[config.mk]
export PLATFORM = sky130hd
export DESIGN_NAME = svc_axi_burst_split_ax
export DESIGN_NICKNAME = d
export VERILOG_FILES = /design/src/rtl/svc_axi_burst_split_ax.sv
export SDC_FILE = /design/constraint.sdc
export NUM_CORES = 1
export LEC_CHECK = 0
export BUFFER_PORTS_ARGS = -buffer_cell sky130_fd_sc_hd__clkbuf_2
export CORE_ASPECT_RATIO = 0.5
export CORE_MARGIN = 2
export CORE_UTILIZATION = 25
export CTS_CLUSTER_SIZE = 20
export DETAILED_ROUTE_END_ITERATION = 16
export SYNTH_ARGS = -nofsm -noshare
export SYNTH_HDL_FRONTEND = slang
export SYNTH_SLANG_ARGS = --single-unit
[constraint.sdc]
create_clock -name clk -period 14.1 [get_ports clk]
set_input_delay 2.82 -clock clk [delete_from_list [all_inputs] [get_ports clk]]
set_output_delay 2.82 -clock clk [all_outputs]
set_load 0.005 [all_outputs]
[src/rtl/svc_axi_burst_split_ax.sv]
// AXI address-channel burst splitter.
// Each accepted request is issued as one or more sub-bursts. A sub-burst is
// limited by the beats left, by MAX_SUB_BEATS, by the INCR address boundary
// and by the WRAP container end.
module svc_axi_burst_split_ax #(
    parameter int AXI_ADDR_WIDTH = 16,
    parameter int AXI_ID_WIDTH   = 4,
    parameter int MAX_SUB_BEATS  = 1,
    parameter int BOUNDARY_BYTES = 4096
) (
    input  logic                      clk,
    input  logic                      rst,
    input  logic                      s_valid,
    input  logic [AXI_ADDR_WIDTH-1:0] s_addr,
    input  logic [AXI_ID_WIDTH-1:0]   s_id,
    input  logic [7:0]                s_len,
    input  logic [2:0]                s_size,
    input  logic [1:0]                s_burst,
    output logic                      s_ready,
    output logic                      m_valid,
    output logic [AXI_ADDR_WIDTH-1:0] m_addr,
    output logic [AXI_ID_WIDTH-1:0]   m_id,
    output logic [7:0]                m_len,
    output logic [2:0]                m_size,
    output logic [1:0]                m_burst,
    output logic                      m_last,
    input  logic                      m_ready
);
    localparam int AW = AXI_ADDR_WIDTH;
    // One extra bit so that "end of container" and boundary distances
    // never wrap inside the limit arithmetic.
    localparam int LW = AW + 1;
    localparam logic [LW-1:0] BND  = LW'(BOUNDARY_BYTES);
    localparam logic [LW-1:0] MAXB = LW'(MAX_SUB_BEATS);

    typedef enum logic {IDLE, ACTIVE} state_t;
    // Reserved bursts and illegal-length WRAPs are folded into K_INCR.
    typedef enum logic [1:0] {K_FIXED, K_INCR, K_WRAP} kind_t;

    state_t state_q, state_d;
    kind_t  kind_q, kind_in;

    logic [AW-1:0]           addr_q, wrap_lo_q;
    logic [LW-1:0]           wrap_end_q;
    logic [AXI_ID_WIDTH-1:0] id_q;
    logic [2:0]              size_q;
    logic [8:0]              rem_q;

    logic [AW-1:0] span, wrap_lo_in;
    logic [LW-1:0] wrap_end_in;
    logic [LW-1:0] addr_x, lim, n, next_addr;
    logic          last, s_hs, m_hs;

    // Decode the incoming request: effective kind and WRAP container
    always_comb begin
        span        = AW'(9'(s_len) + 9'd1) << s_size;
        wrap_lo_in  = s_addr & ~(span - AW'(1));
        wrap_end_in = {1'b0, wrap_lo_in} + {1'b0, span};
        case (s_burst)
            2'b00:   kind_in = K_FIXED;
            2'b10:   kind_in = (s_len == 8'd1 || s_len == 8'd3 ||
                                s_len == 8'd7 || s_len == 8'd15) ? K_WRAP : K_INCR;
            default: kind_in = K_INCR;
        endcase
    end

    // Size the current sub-burst and compute the address after it
    always_comb begin
        addr_x = {1'b0, addr_q};
        case (kind_q)
            K_INCR:  lim = (BND - (addr_x & (BND - LW'(1)))) >> size_q;
            K_WRAP:  lim = (wrap_end_q - addr_x) >> size_q;
            default: lim = '1;
        endcase
        n = LW'(rem_q);
        if (MAXB < n) n = MAXB;
        if (lim < n)  n = lim;
        next_addr = addr_x + (n << size_q);
        last      = (n == LW'(rem_q));
    end

    assign m_valid = (state_q == ACTIVE);
    assign m_addr  = addr_q;
    assign m_id    = id_q;
    assign m_size  = size_q;
    assign m_len   = m_valid ? 8'(n - LW'(1)) : '0;
    assign m_last  = m_valid & last;
    assign m_burst = (m_valid && kind_q != K_FIXED && n != LW'(1)) ? 2'b01 : 2'b00;
    assign m_hs    = m_valid & m_ready;
    assign s_ready = (state_q == IDLE) | (m_hs & last);
    assign s_hs    = s_valid & s_ready;

    // State register
    always_ff @(posedge clk or posedge rst) begin
        if (rst) state_q <= IDLE;
        else     state_q <= state_d;
    end

    // Next-state: a new request taken with the final sub-burst keeps us ACTIVE
    always_comb begin
        state_d = state_q;
        case (state_q)
            IDLE:    if (s_hs) state_d = ACTIVE;
            ACTIVE:  if (m_hs && last && !s_hs) state_d = IDLE;
            default: state_d = IDLE;
        endcase
    end

    // Request capture and per-sub-burst address/remaining-beat update
    always_ff @(posedge clk or posedge rst) begin
        if (rst) begin
            kind_q     <= K_FIXED;
            addr_q     <= '0;
            wrap_lo_q  <= '0;
            wrap_end_q <= '0;
            id_q       <= '0;
            size_q     <= '0;
            rem_q      <= '0;
        end else if (s_hs) begin
            kind_q     <= kind_in;
            addr_q     <= s_addr;
            wrap_lo_q  <= wrap_lo_in;
            wrap_end_q <= wrap_end_in;
            id_q       <= s_id;
            size_q     <= s_size;
            rem_q      <= 9'(s_len) + 9'd1;
        end else if (m_hs) begin
            rem_q <= rem_q - 9'(n);
            if (kind_q == K_WRAP && next_addr == wrap_end_q)
                addr_q <= wrap_lo_q;
            else if (kind_q != K_FIXED)
                addr_q <= next_addr[AW-1:0];
        end
    end
endmodule

==> flow_metrics.env, run 1 <==
export IMPL_status="finished clean"
export IMPL_fmax_mhz=84.0
export IMPL_pwr_share_comb_pct=78.2
export IMPL_tns_ns=0
export IMPL_p_total_mw=3.02
export IMPL_synth_cells=1221
export IMPL_final_cell_mix="nand2_1 (109), nor2_1 (109), a21oi_1 (85)"
export IMPL_dr_total_vias=9018
export IMPL_drc_errors=0
export IMPL_slew_headroom_pct=20.6
export IMPL_min_period_ns=11.91
export IMPL_postCtsSetupRepairBufs=0
export IMPL_grt_overflow=0
export IMPL_max_slew_worst_pin_slew_ns=1.19
export IMPL_first_global_vias=8212
export IMPL_dpl_cell_area_sq_mm=0.00999
export IMPL_power_leakage_nw=4.41
export IMPL_htreeDepth=3
export IMPL_antenna_left=0
export IMPL_finalInstanceArea_sq_mm=0.0103
export IMPL_grt_util_all_layers_pct=14.5
export IMPL_clk_latency_ns=0.34
export IMPL_layout_drive_gt1_share_pct=11.0
export IMPL_core_sq_mm=0.0361
export IMPL_holdBufCountCts=0
export IMPL_async_flop_share_pct=100
export IMPL_gp_congestion=0.964
export IMPL_p_switching_mw=1.59
export IMPL_fillers=3929
export IMPL_cap_violations=0
export IMPL_clock_sinks=68
export IMPL_die_x_microns=276
export IMPL_vias_per_cell=5.18
export IMPL_cp_data_arrival_time_ns=12.16
export IMPL_synth_cell_area_sq_mm=0.00923
export IMPL_grt_max_degree=98
export IMPL_final_util_pct=28.6
export IMPL_p_sw_share_pct=52.7
export IMPL_yosys_warnings=0
export IMPL_path_max_fanout=26
export IMPL_cts_root_buf="clkbuf_16"
export IMPL_dieArea_sq_mm=0.0385
export IMPL_finalCritPeriodShare_pct=84.5
export IMPL_hold_class="register to register"
export IMPL_path_class="register to register"
export IMPL_synth_distinct_cells=92
export IMPL_dr_pass1_iters=5
export IMPL_ys_ff_latch=68
export IMPL_p_int_mw=1.43
export IMPL_vdd_drop_max_mv=0.107
export IMPL_io_pins=73
export IMPL_drtIter0Drc=720
export IMPL_clockBufferDepth=2
export IMPL_setup_viol=0
export IMPL_p_seq_share_pct=13.8
export IMPL_wl_per_cell_microns=16.2
export IMPL_clk_pin_slew_ns=0.06
export IMPL_power_clock_fraction_pct=8.1
export IMPL_die_h_microns=140
export IMPL_grt_first_pass_wirelength_microns=45200
export IMPL_critPathCaptureType="register"
export IMPL_cp_required_ns=14.35
export IMPL_synth_avg_cell_area_sq_um=7.56
export IMPL_num_rows=49
export IMPL_port_buffers=71
export IMPL_skew_ns=0.00990
export IMPL_tritoncts="built"
export IMPL_cts_resized=0
export IMPL_synth_edf_count=0
export IMPL_powerDensity_mw_per_mm2=293
export IMPL_numCtsBuffers=9
export IMPL_final_hold_violation_count=0
export IMPL_antenna_cells=0
export IMPL_syn_to_final_growth_pct=11.8
export IMPL_dp_hpwl_microns=22300
export IMPL_rsz0062_at_grt="false"
export IMPL_antenna_found_initial=0
export IMPL_floorplan_initialDensity_pct=25.5
export IMPL_fin_nets=1360
export IMPL_slew_violations=0
export IMPL_critPathSlowestCell="a21oi_1"
export IMPL_finalWirelength_microns=28200
export IMPL_slowest_delay_ns=1.29
export IMPL_critPathMostFrequentCell="a21oi_1"
export IMPL_synth_main_ff_cell="dfrtp_1"
export IMPL_crit_path_start_kind="register"
export IMPL_seq_area_frac_synth_pct=18.4
-- cells in the mapped netlist (6+ instances only) --
cell type  count  area share, %
a211oi_1      24            2.0
a21o_1        18            1.5
a21oi_1       85            4.6
a31oi_1       14           0.95
a41oi_1        6           0.57
and2_1        27            1.8
and3_1        14           0.95
buf_2         18           0.98
clkbuf_1      39            1.6
dfrtp_1       68             18
ha_1          68            9.2
inv_1         80            3.3
mux2_1        15            1.8
mux2_2        16            2.0
mux2i_1       41            4.4
nand2_1      109            4.4
nand2b_1      16            1.1
nand3_1       34            1.8
nand4_1       16            1.1
nor2_1       109            4.4
nor3_1        31            1.7
nor3b_1        7           0.57
nor4_1         6           0.41
o211ai_1      12           0.98
o21a_1        11           0.90
o21ai_0       66            3.6
o21ai_1       19            1.0
o22ai_1       20            1.4
o31ai_1        6           0.49
or3_1         14           0.95
or4_1          7           0.57
xnor2_1       61            5.8
xor2_1        20            1.9
-- kinds of logic after synthesis --
kind of cell               count (synthesis)  share of synthesized area (%)
other                                      2                         0.0814
buffers and inverters                    147                           6.51
adders and majority gates                 71                           9.87
muxes                                     73                           8.48
and+or+nand+nor                          416                           22.3
xor gates and xnor gates                  83                           8.11
DFF                                       68                           18.4
AOI/OAI and AO/OA                        361                           26.2
-- state kept, by name, summed over array words and instances, names as in the netlist --
register / flops
kind_q: 2
m_addr: 16
m_id: 4
m_size: 3
m_valid: 1
rem_q: 9
wrap_end_q: 17
wrap_lo_q: 16
-- routing by layer --
metal	wire, microns	GRT usage [%]	share of wire (%)	vias to the layer above
li1	-	-	-	4508
met5	0	0	0	-
met4	826	5.32	2.9	0
met1	13700	21.0	49	4261
met2	12700	22.5	45	210
met3	937	0.863	3.3	39
-- final timing paths --
| check | from | end | slack [ns] | cells after the start |
|---|---|---|---|---|
| min in group asynchronous | rst | wrap_end_q[14] | 2.72 | 3 |
| hold / removal | m_id[0] | m_id[0] | 0.48 | 1 |
| hold reg to reg | m_id[0] | m_id[0] | 0.48 | 1 |
| setup reg to reg | m_addr[0] | m_addr[15] | 2.19 | 38 |
| max in group asynchronous | rst | wrap_lo_q[3] | 10.79 | 3 |
| setup / recovery | m_addr[0] | m_addr[15] | 2.19 | 38 |
-- per-stage QoR --
step                      hold slack (ns)  worst slack (ns)  cells
after floorplan                     0.454              5.16   1228
after global placement              0.467              2.54   1725
after detailed placement            0.475              2.34   1725
after CTS                           0.487              2.29   1741
after global routing                0.519              1.15   1741
final                               0.484              2.19   1741
-- worst max-delay path, delay by kind of cell (launching register included) --
kind	cells	cell delay, ns
and+or+nand+nor	7	1.59
adders and majority gates	4	1.40
xor gates and xnor gates	1	0.25
AOI/OAI and AO/OA	23	7.17
muxes	3	0.91
DFF	1	0.45
-- area by class of cell --
cell class              instances  area (sq um)  share of cell area (%)
clock buffers                   9           225                    2.18
clock inverters                 7          98.8                   0.959
inverters                      81           304                    2.95
multi-input cells            1013          6960                    67.5
flip-flops and latches         68          1700                    16.5
well taps                     484           606                    5.87
repair buffers                 79           415                    4.03
-- power by group through the flow --
stage	sequential [mW]	combinational [mW]	clock, mW
floorplan	0.371	1.80	0
global placement	0.414	2.31	0
detailed placement	0.417	2.31	0
CTS	0.414	2.33	0.246
global route	0.429	2.62	0.258
finish	0.416	2.36	0.244
(Power assumes the default switching activity.)
==> run 2, diff against run 1 <==
ABC_AREA = 1   (was unset)
clock period = 10.7 ns   (was 14.1 ns; I/O delays follow)
==> run 2 against run 1 <==
Global-route usage grew 1.3 points. Routed wire length grew 12%. Critical path depth shrank 4. Non-clock buffer count shrank 2. Die area grew 3.3%. Clock skew shrank 0.0016 ns. Flip-flop and latch count is the same. Synthesized cell count grew 37%. First-iteration DRC count grew 17%. Largest power group unchanged.
==> flow_metrics.env, run 2 <==
export IMPL_status="finished clean"
export IMPL_fmax_mhz=116
export IMPL_numCtsBuffers=9
export IMPL_synthDominantCellAreaShare_pct=24.0
export IMPL_holdBufCountCts=0
export IMPL_floorplan_initialDensity_pct=25.4
export IMPL_r2r_end="m_addr[6]"
export IMPL_clk_latency_ns=0.33
export IMPL_powerDensity_mw_per_mm2=307
export IMPL_die_x_microns=280
export IMPL_layout_drive_gt1_share_pct=7.88
export IMPL_path_class="register to output port"
export IMPL_fin_nets=1829
export IMPL_timing_rr_start="m_addr[4]"
export IMPL_clk_pin_slew_ns=0.05
export IMPL_ys_top_cells_by_count="nand2_1 (609), nand3_1 (217), inv_1 (202)"
export IMPL_finalCritPeriodShare_pct=80.7
export IMPL_critPathMostFrequentCell="nand2_1"
export IMPL_rsz0062_at_grt="false"
export IMPL_seq_area_frac_synth_pct=17.8
export IMPL_ys_ff_latch=68
export IMPL_final_util_pct=28.2
export IMPL_synth_edf_count=0
export IMPL_final_common_cell="nand2_1"
export IMPL_synth_area_leaders="nand2_1 (24%), dfrtp_1 (18%), nand3_1 (11%)"
export IMPL_vdd_drop_max_mv=0.116
export IMPL_wl_per_cell_microns=14.2
export IMPL_synth_most_common_cell="nand2_1"
export IMPL_final_hold_violation_count=0
export IMPL_top_register="wrap_end_q"
export IMPL_antenna_left=0
export IMPL_crit_end="s_ready"
export IMPL_gp_congestion=0.940
export IMPL_cp_data_arrival_time_ns=6.49
export IMPL_synth_cell_area_sq_mm=0.00953
export IMPL_cts_resized=0
export IMPL_synth_avg_cell_area_sq_um=5.69
export IMPL_grt_max_degree=86
export IMPL_synth_cells=1675
export IMPL_startpoint="m_addr[4]"
export IMPL_p_total_mw=3.25
export IMPL_antenna_cells=0
export IMPL_tritoncts="built"
export IMPL_place_inst=2204
export IMPL_min_period_ns=8.63
export IMPL_largest_reg_flops=17
export IMPL_grt_util_all_layers_pct=15.8
export IMPL_setup_viol=0
export IMPL_final_cell_mix="nand2_1 (609), nand3_1 (217), inv_1 (201)"
export IMPL_slowest_delay_ns=0.51
export IMPL_r2r_slack_ns=2.23
export IMPL_dr_pass1_iters=5
export IMPL_synth_distinct_cells=55
export IMPL_yosys_warnings=0
export IMPL_postCtsSetupRepairBufs=0
export IMPL_slew_headroom_pct=39.0
export IMPL_cp_required_ns=8.56
export IMPL_finalWirelength_microns=31500
export IMPL_fillers=4267
export IMPL_cts_root_buf="clkbuf_16"
export IMPL_vias_per_cell=4.78
export IMPL_skew_ns=0.00827
export IMPL_clock_sinks=68
export IMPL_die_h_microns=142
export IMPL_core_sq_mm=0.0375
export IMPL_r2r_cells=49
export IMPL_critPathSlowestCell="dfrtp_1"
export IMPL_cap_violations=0
export IMPL_synth_main_ff_cell="dfrtp_1"
export IMPL_power_leakage_nw=5.93
export IMPL_dp_hpwl_microns=25800
export IMPL_hold_class="register to register"
export IMPL_fin_cells=2219
export IMPL_tns_ns=0
export IMPL_dr_total_vias=10600
export IMPL_clockBufferDepth=2
export IMPL_num_rows=50
export IMPL_grt_overflow=0
export IMPL_antenna_found_initial=0
export IMPL_io_pins=73
export IMPL_syn_to_final_growth_pct=11.0
export IMPL_drc_errors=0
export IMPL_htreeDepth=3
export IMPL_crit_path_start_kind="register"
export IMPL_grt_first_pass_wirelength_microns=50500
export IMPL_first_global_vias=9758
export IMPL_drtIter0Drc=843
export IMPL_max_slew_worst_pin_slew_ns=0.916
export IMPL_async_flop_share_pct=100
export IMPL_port_buffers=71
export IMPL_critPathCaptureType="output port"
export IMPL_path_max_fanout=20
export IMPL_yosys_area_top_type="nand2_1"
export IMPL_slew_violations=0
export IMPL_dieArea_sq_mm=0.0398
[run 2: cell types whose count changed in the layout (fill, tap and decap cells not counted), moves of 16 or more]
cell	previous run	this run
nand2_1	109	609
nand3_1	34	217
inv_1	79	201
xnor2_1	61	6
mux2i_1	41	2
a21oi_1	85	49
nand4_1	16	49
a211oi_1	24	0
and2_1	27	6
o22ai_1	20	0
a21o_1	18	1
o21ai_1	19	36
mux2_2	16	0
nand2b_1	16	0
[run 2: worst min-delay path by stage]
stage                            start           end  slack, ns  depth (start not counted)
after floorplan           wrap_lo_q[6]  wrap_lo_q[6]       0.45                          2
after global placement         m_id[2]       m_id[2]       0.46                          2
after detailed placement  wrap_lo_q[9]  wrap_lo_q[9]       0.47                          2
after CTS                 wrap_lo_q[6]  wrap_lo_q[6]       0.48                          2
after global routing      wrap_lo_q[2]  wrap_lo_q[2]       0.51                          2
final                     wrap_lo_q[6]  wrap_lo_q[6]       0.48                          2
[run 2: cell families (layout without fill, tap and decap cells)]
family | count (synthesis) | in the layout | share of synthesized area, %
flip-flops | 68 | 68 | 17.8
XOR/XNOR | 24 | 24 | 2.43
multiplexers | 2 | 2 | 0.210
other | 2 | 9 | 0.0788
AND/OR/NAND/NOR | 1073 | 1073 | 48.7
adder cells (fa/ha/maj) | 71 | 71 | 9.55
AO/OA/AOI/OAI | 171 | 171 | 9.91
buffers and inverters | 264 | 307 | 11.3
[run 2: layout make-up]
type / instances / area (sq um) / share of cell area, %
well taps: 494 / 618 / 5.84
multi-input cells: 1350 / 6780 / 64.1
clock inverters: 2 / 10.0 / 0.0946
inverters: 215 / 807 / 7.63
repair buffers: 77 / 400 / 3.78
clock buffers: 13 / 260 / 2.46
flip-flops and latches: 68 / 1700 / 16.1
[run 2: per-stage QoR]
step	instance area, sq um	setup slack, ns	hold WS, ns
6_report	10600	2.07	0.477
3_3_place_gp	10300	2.32	0.462
2_1_floorplan	9560	3.60	0.449
5_1_grt	10600	1.23	0.512
4_1_cts	10600	2.11	0.482
3_5_place_dp	10300	2.33	0.467
[run 2: per-layer routing]
layer,vias up,part of all wire [%],track usage (%)
met2,240,44,26.0
li1,5508,-,-
met5,-,0,0
met3,45,4.7,1.17
met1,4811,48,22.0
met4,0,2.6,5.09
[run 2: worst max-delay path: cells and delay by family, from the launching register on]
kind            cells  cell delay, ns
simple gates       22            3.18
fa+ha+maj           3            1.07
compound gates      5            0.70
buf+inv             4            0.68
flops               1            0.51
[run 2: report_power, final]
group	internal [mW]	switching, mW	total (mW)
Combinational	0.859	1.56	2.42
Clock	0.167	0.105	0.272
Sequential	0.371	0.187	0.558
Total	1.40	1.85	3.25
==> run 3, diff against run 2 <==
clock period = 8.8 ns   (was 10.7 ns; I/O delays follow)
==> run 3 against run 2 <==
Register-to-register slack lost 1.3 ns. Flip-flop and latch count is the same. Core utilization grew 0.15 points. Design area grew 0.54%. Die area is the same. Clock skew shrank 0.0031 ns. Critical path depth grew 19. Non-clock buffer count grew 5. Global-route usage grew 0.13 points. First-iteration DRC count shrank 5.7%. Combinational power grew 24%. Worst hold slack gained 0.0089 ns. Critical endpoint is now m_addr[14].
==> flow_metrics.env, run 3 (synthesis results as in run 2) <==
export IMPL_pwr_share_comb_pct=75.3
export IMPL_antenna_found_initial=1
export IMPL_antenna_left=0
export IMPL_num_rows=50
export IMPL_largest_reg_flops=17
export IMPL_final_cell_mix="nand2_1 (609), nand3_1 (217), inv_1 (201)"
export IMPL_slowest_delay_ns=0.45
export IMPL_grt_first_pass_wirelength_microns=50900
export IMPL_setup_slack_ns=0.880
export IMPL_drc_errors=0
export IMPL_rsz0062_at_grt="false"
export IMPL_holdBufCountCts=0
export IMPL_power_leakage_nw=5.96
export IMPL_grt_util_all_layers_pct=15.9
export IMPL_slew_headroom_pct=31.3
export IMPL_dp_hpwl_microns=25900
export IMPL_dr_pass1_iters=6
export IMPL_powerDensity_mw_per_mm2=376
export IMPL_tns_ns=0
export IMPL_dr_total_vias=10700
export IMPL_tritoncts="built"
export IMPL_first_global_vias=9851
export IMPL_syn_to_final_growth_pct=11.6
export IMPL_clk_pin_slew_ns=0.06
export IMPL_fmax_mhz=126
export IMPL_max_slew_worst_pin_slew_ns=1.03
export IMPL_core_sq_mm=0.0375
export IMPL_p_int_mw=1.71
export IMPL_power_clock_fraction_pct=8.5
export IMPL_dr_wl_met3_microns=1410
export IMPL_die_x_microns=280
export IMPL_grt_max_degree=86
export IMPL_io_pins=73
export IMPL_die_h_microns=142
export IMPL_m1WireLength_microns=15400
export IMPL_p_sw_share_pct=57.2
export IMPL_p_total_mw=4.00
export IMPL_path_max_fanout=17
export IMPL_vias_per_cell=4.78
export IMPL_wl_per_cell_microns=14.3
export IMPL_fin_nets=1834
export IMPL_crit_path_start_kind="register"
export IMPL_finalCritPeriodShare_pct=90.0
export IMPL_clockBufferDepth=2
export IMPL_clock_sinks=68
export IMPL_numCtsBuffers=9
export IMPL_p_switching_mw=2.29
export IMPL_final_hold_violation_count=0
export IMPL_cp_required_ns=9.02
export IMPL_pre_cts_slack_ns=0.931
export IMPL_cap_violations=0
export IMPL_skew_ns=0.00514
export IMPL_critPathMostFrequentCell="nand2_1"
export IMPL_cp_data_arrival_time_ns=8.14
export IMPL_vdd_drop_max_mv=0.133
export IMPL_cts_root_buf="clkbuf_16"
export IMPL_floorplan_initialDensity_pct=25.4
export IMPL_top_register="wrap_end_q"
export IMPL_dr_max_layer_used="met4"
export IMPL_grt_overflow=0
export IMPL_finalWirelength_microns=31900
export IMPL_drtIter0Drc=795
export IMPL_setup_viol=0
export IMPL_path_class="register to register"
export IMPL_place_inst=2209
export IMPL_dr_wl_met2_microns=14200
export IMPL_critPathSlowestCell="dfrtp_1"
export IMPL_port_buffers=71
export IMPL_critPathCaptureType="register"
export IMPL_clk_latency_ns=0.34
export IMPL_whs_ns=0.486
export IMPL_hold_class="register to register"
export IMPL_status="finished clean"
export IMPL_htreeDepth=3
export IMPL_min_period_ns=7.92
export IMPL_gp_congestion=0.924
export IMPL_slew_violations=0
export IMPL_final_common_cell="nand2_1"
export IMPL_layout_drive_gt1_share_pct=8.26
export IMPL_fin_cells=2227
export IMPL_dieArea_sq_mm=0.0398
export IMPL_fillers=4210
export IMPL_p_seq_share_pct=16.2
## run 3: metrics by stage
step	util (%)	area (sq um)
6_report	28.4	10600
5_1_grt	28.4	10600
4_1_cts	28.4	10600
3_5_place_dp	27.6	10300
3_3_place_gp	27.6	10300
2_1_floorplan	-	9560
## run 3: power by group through the flow
stage | registers, mW | clock network [mW] | logic, mW
CTS | 0.639 | 0.344 | 2.99
floorplan | 0.551 | 0 | 1.99
global route | 0.659 | 0.358 | 3.47
global placement | 0.644 | 0 | 2.95
finish | 0.649 | 0.338 | 3.01
detailed placement | 0.643 | 0 | 2.96
## run 3: critical path, delay by kind of cell (launching register included)
family          cells  cell delay (ns)
compound gates     11             2.00
xor+xnor            1             0.15
fa+ha+maj           4             1.24
buf+inv             3             0.51
flops               1             0.45
simple gates       34             3.45
## run 3: per-layer routing
metal	global-route usage, %	up-vias
met1	22.1	4817
met3	0.985	42
met4	5.43	0
li1	-	5527
met5	0	-
met2	26.3	270
## run 3: worst paths after layout
check | from | endpoint | slack [ns] | cells after the start
hold / removal | m_id[1] | m_id[1] | 0.49 | 2
hold reg to reg | m_id[1] | m_id[1] | 0.49 | 2
setup reg to reg | m_addr[0] | m_addr[14] | 0.88 | 53
setup / recovery | m_addr[0] | m_addr[14] | 0.88 | 53
max in group asynchronous | rst | kind_q[1] | 6.56 | 3
min in group asynchronous | rst | wrap_end_q[0] | 1.64 | 3
## run 3: cell type report
class	instances	area, sq um	area share, %
multi-input cells	1350	6790	63.8
flip-flops and latches	68	1700	16.0
inverters	215	807	7.59
well taps	494	618	5.81
repair buffers	82	438	4.12
clock buffers	12	256	2.41
clock inverters	4	23.8	0.223
diodes	2	5.00	0.0470
## run 3: timing repair
action	CTS	global route
resized for setup	0	1
setup buffers	0	0
endpoints found under the setup margin	0	3
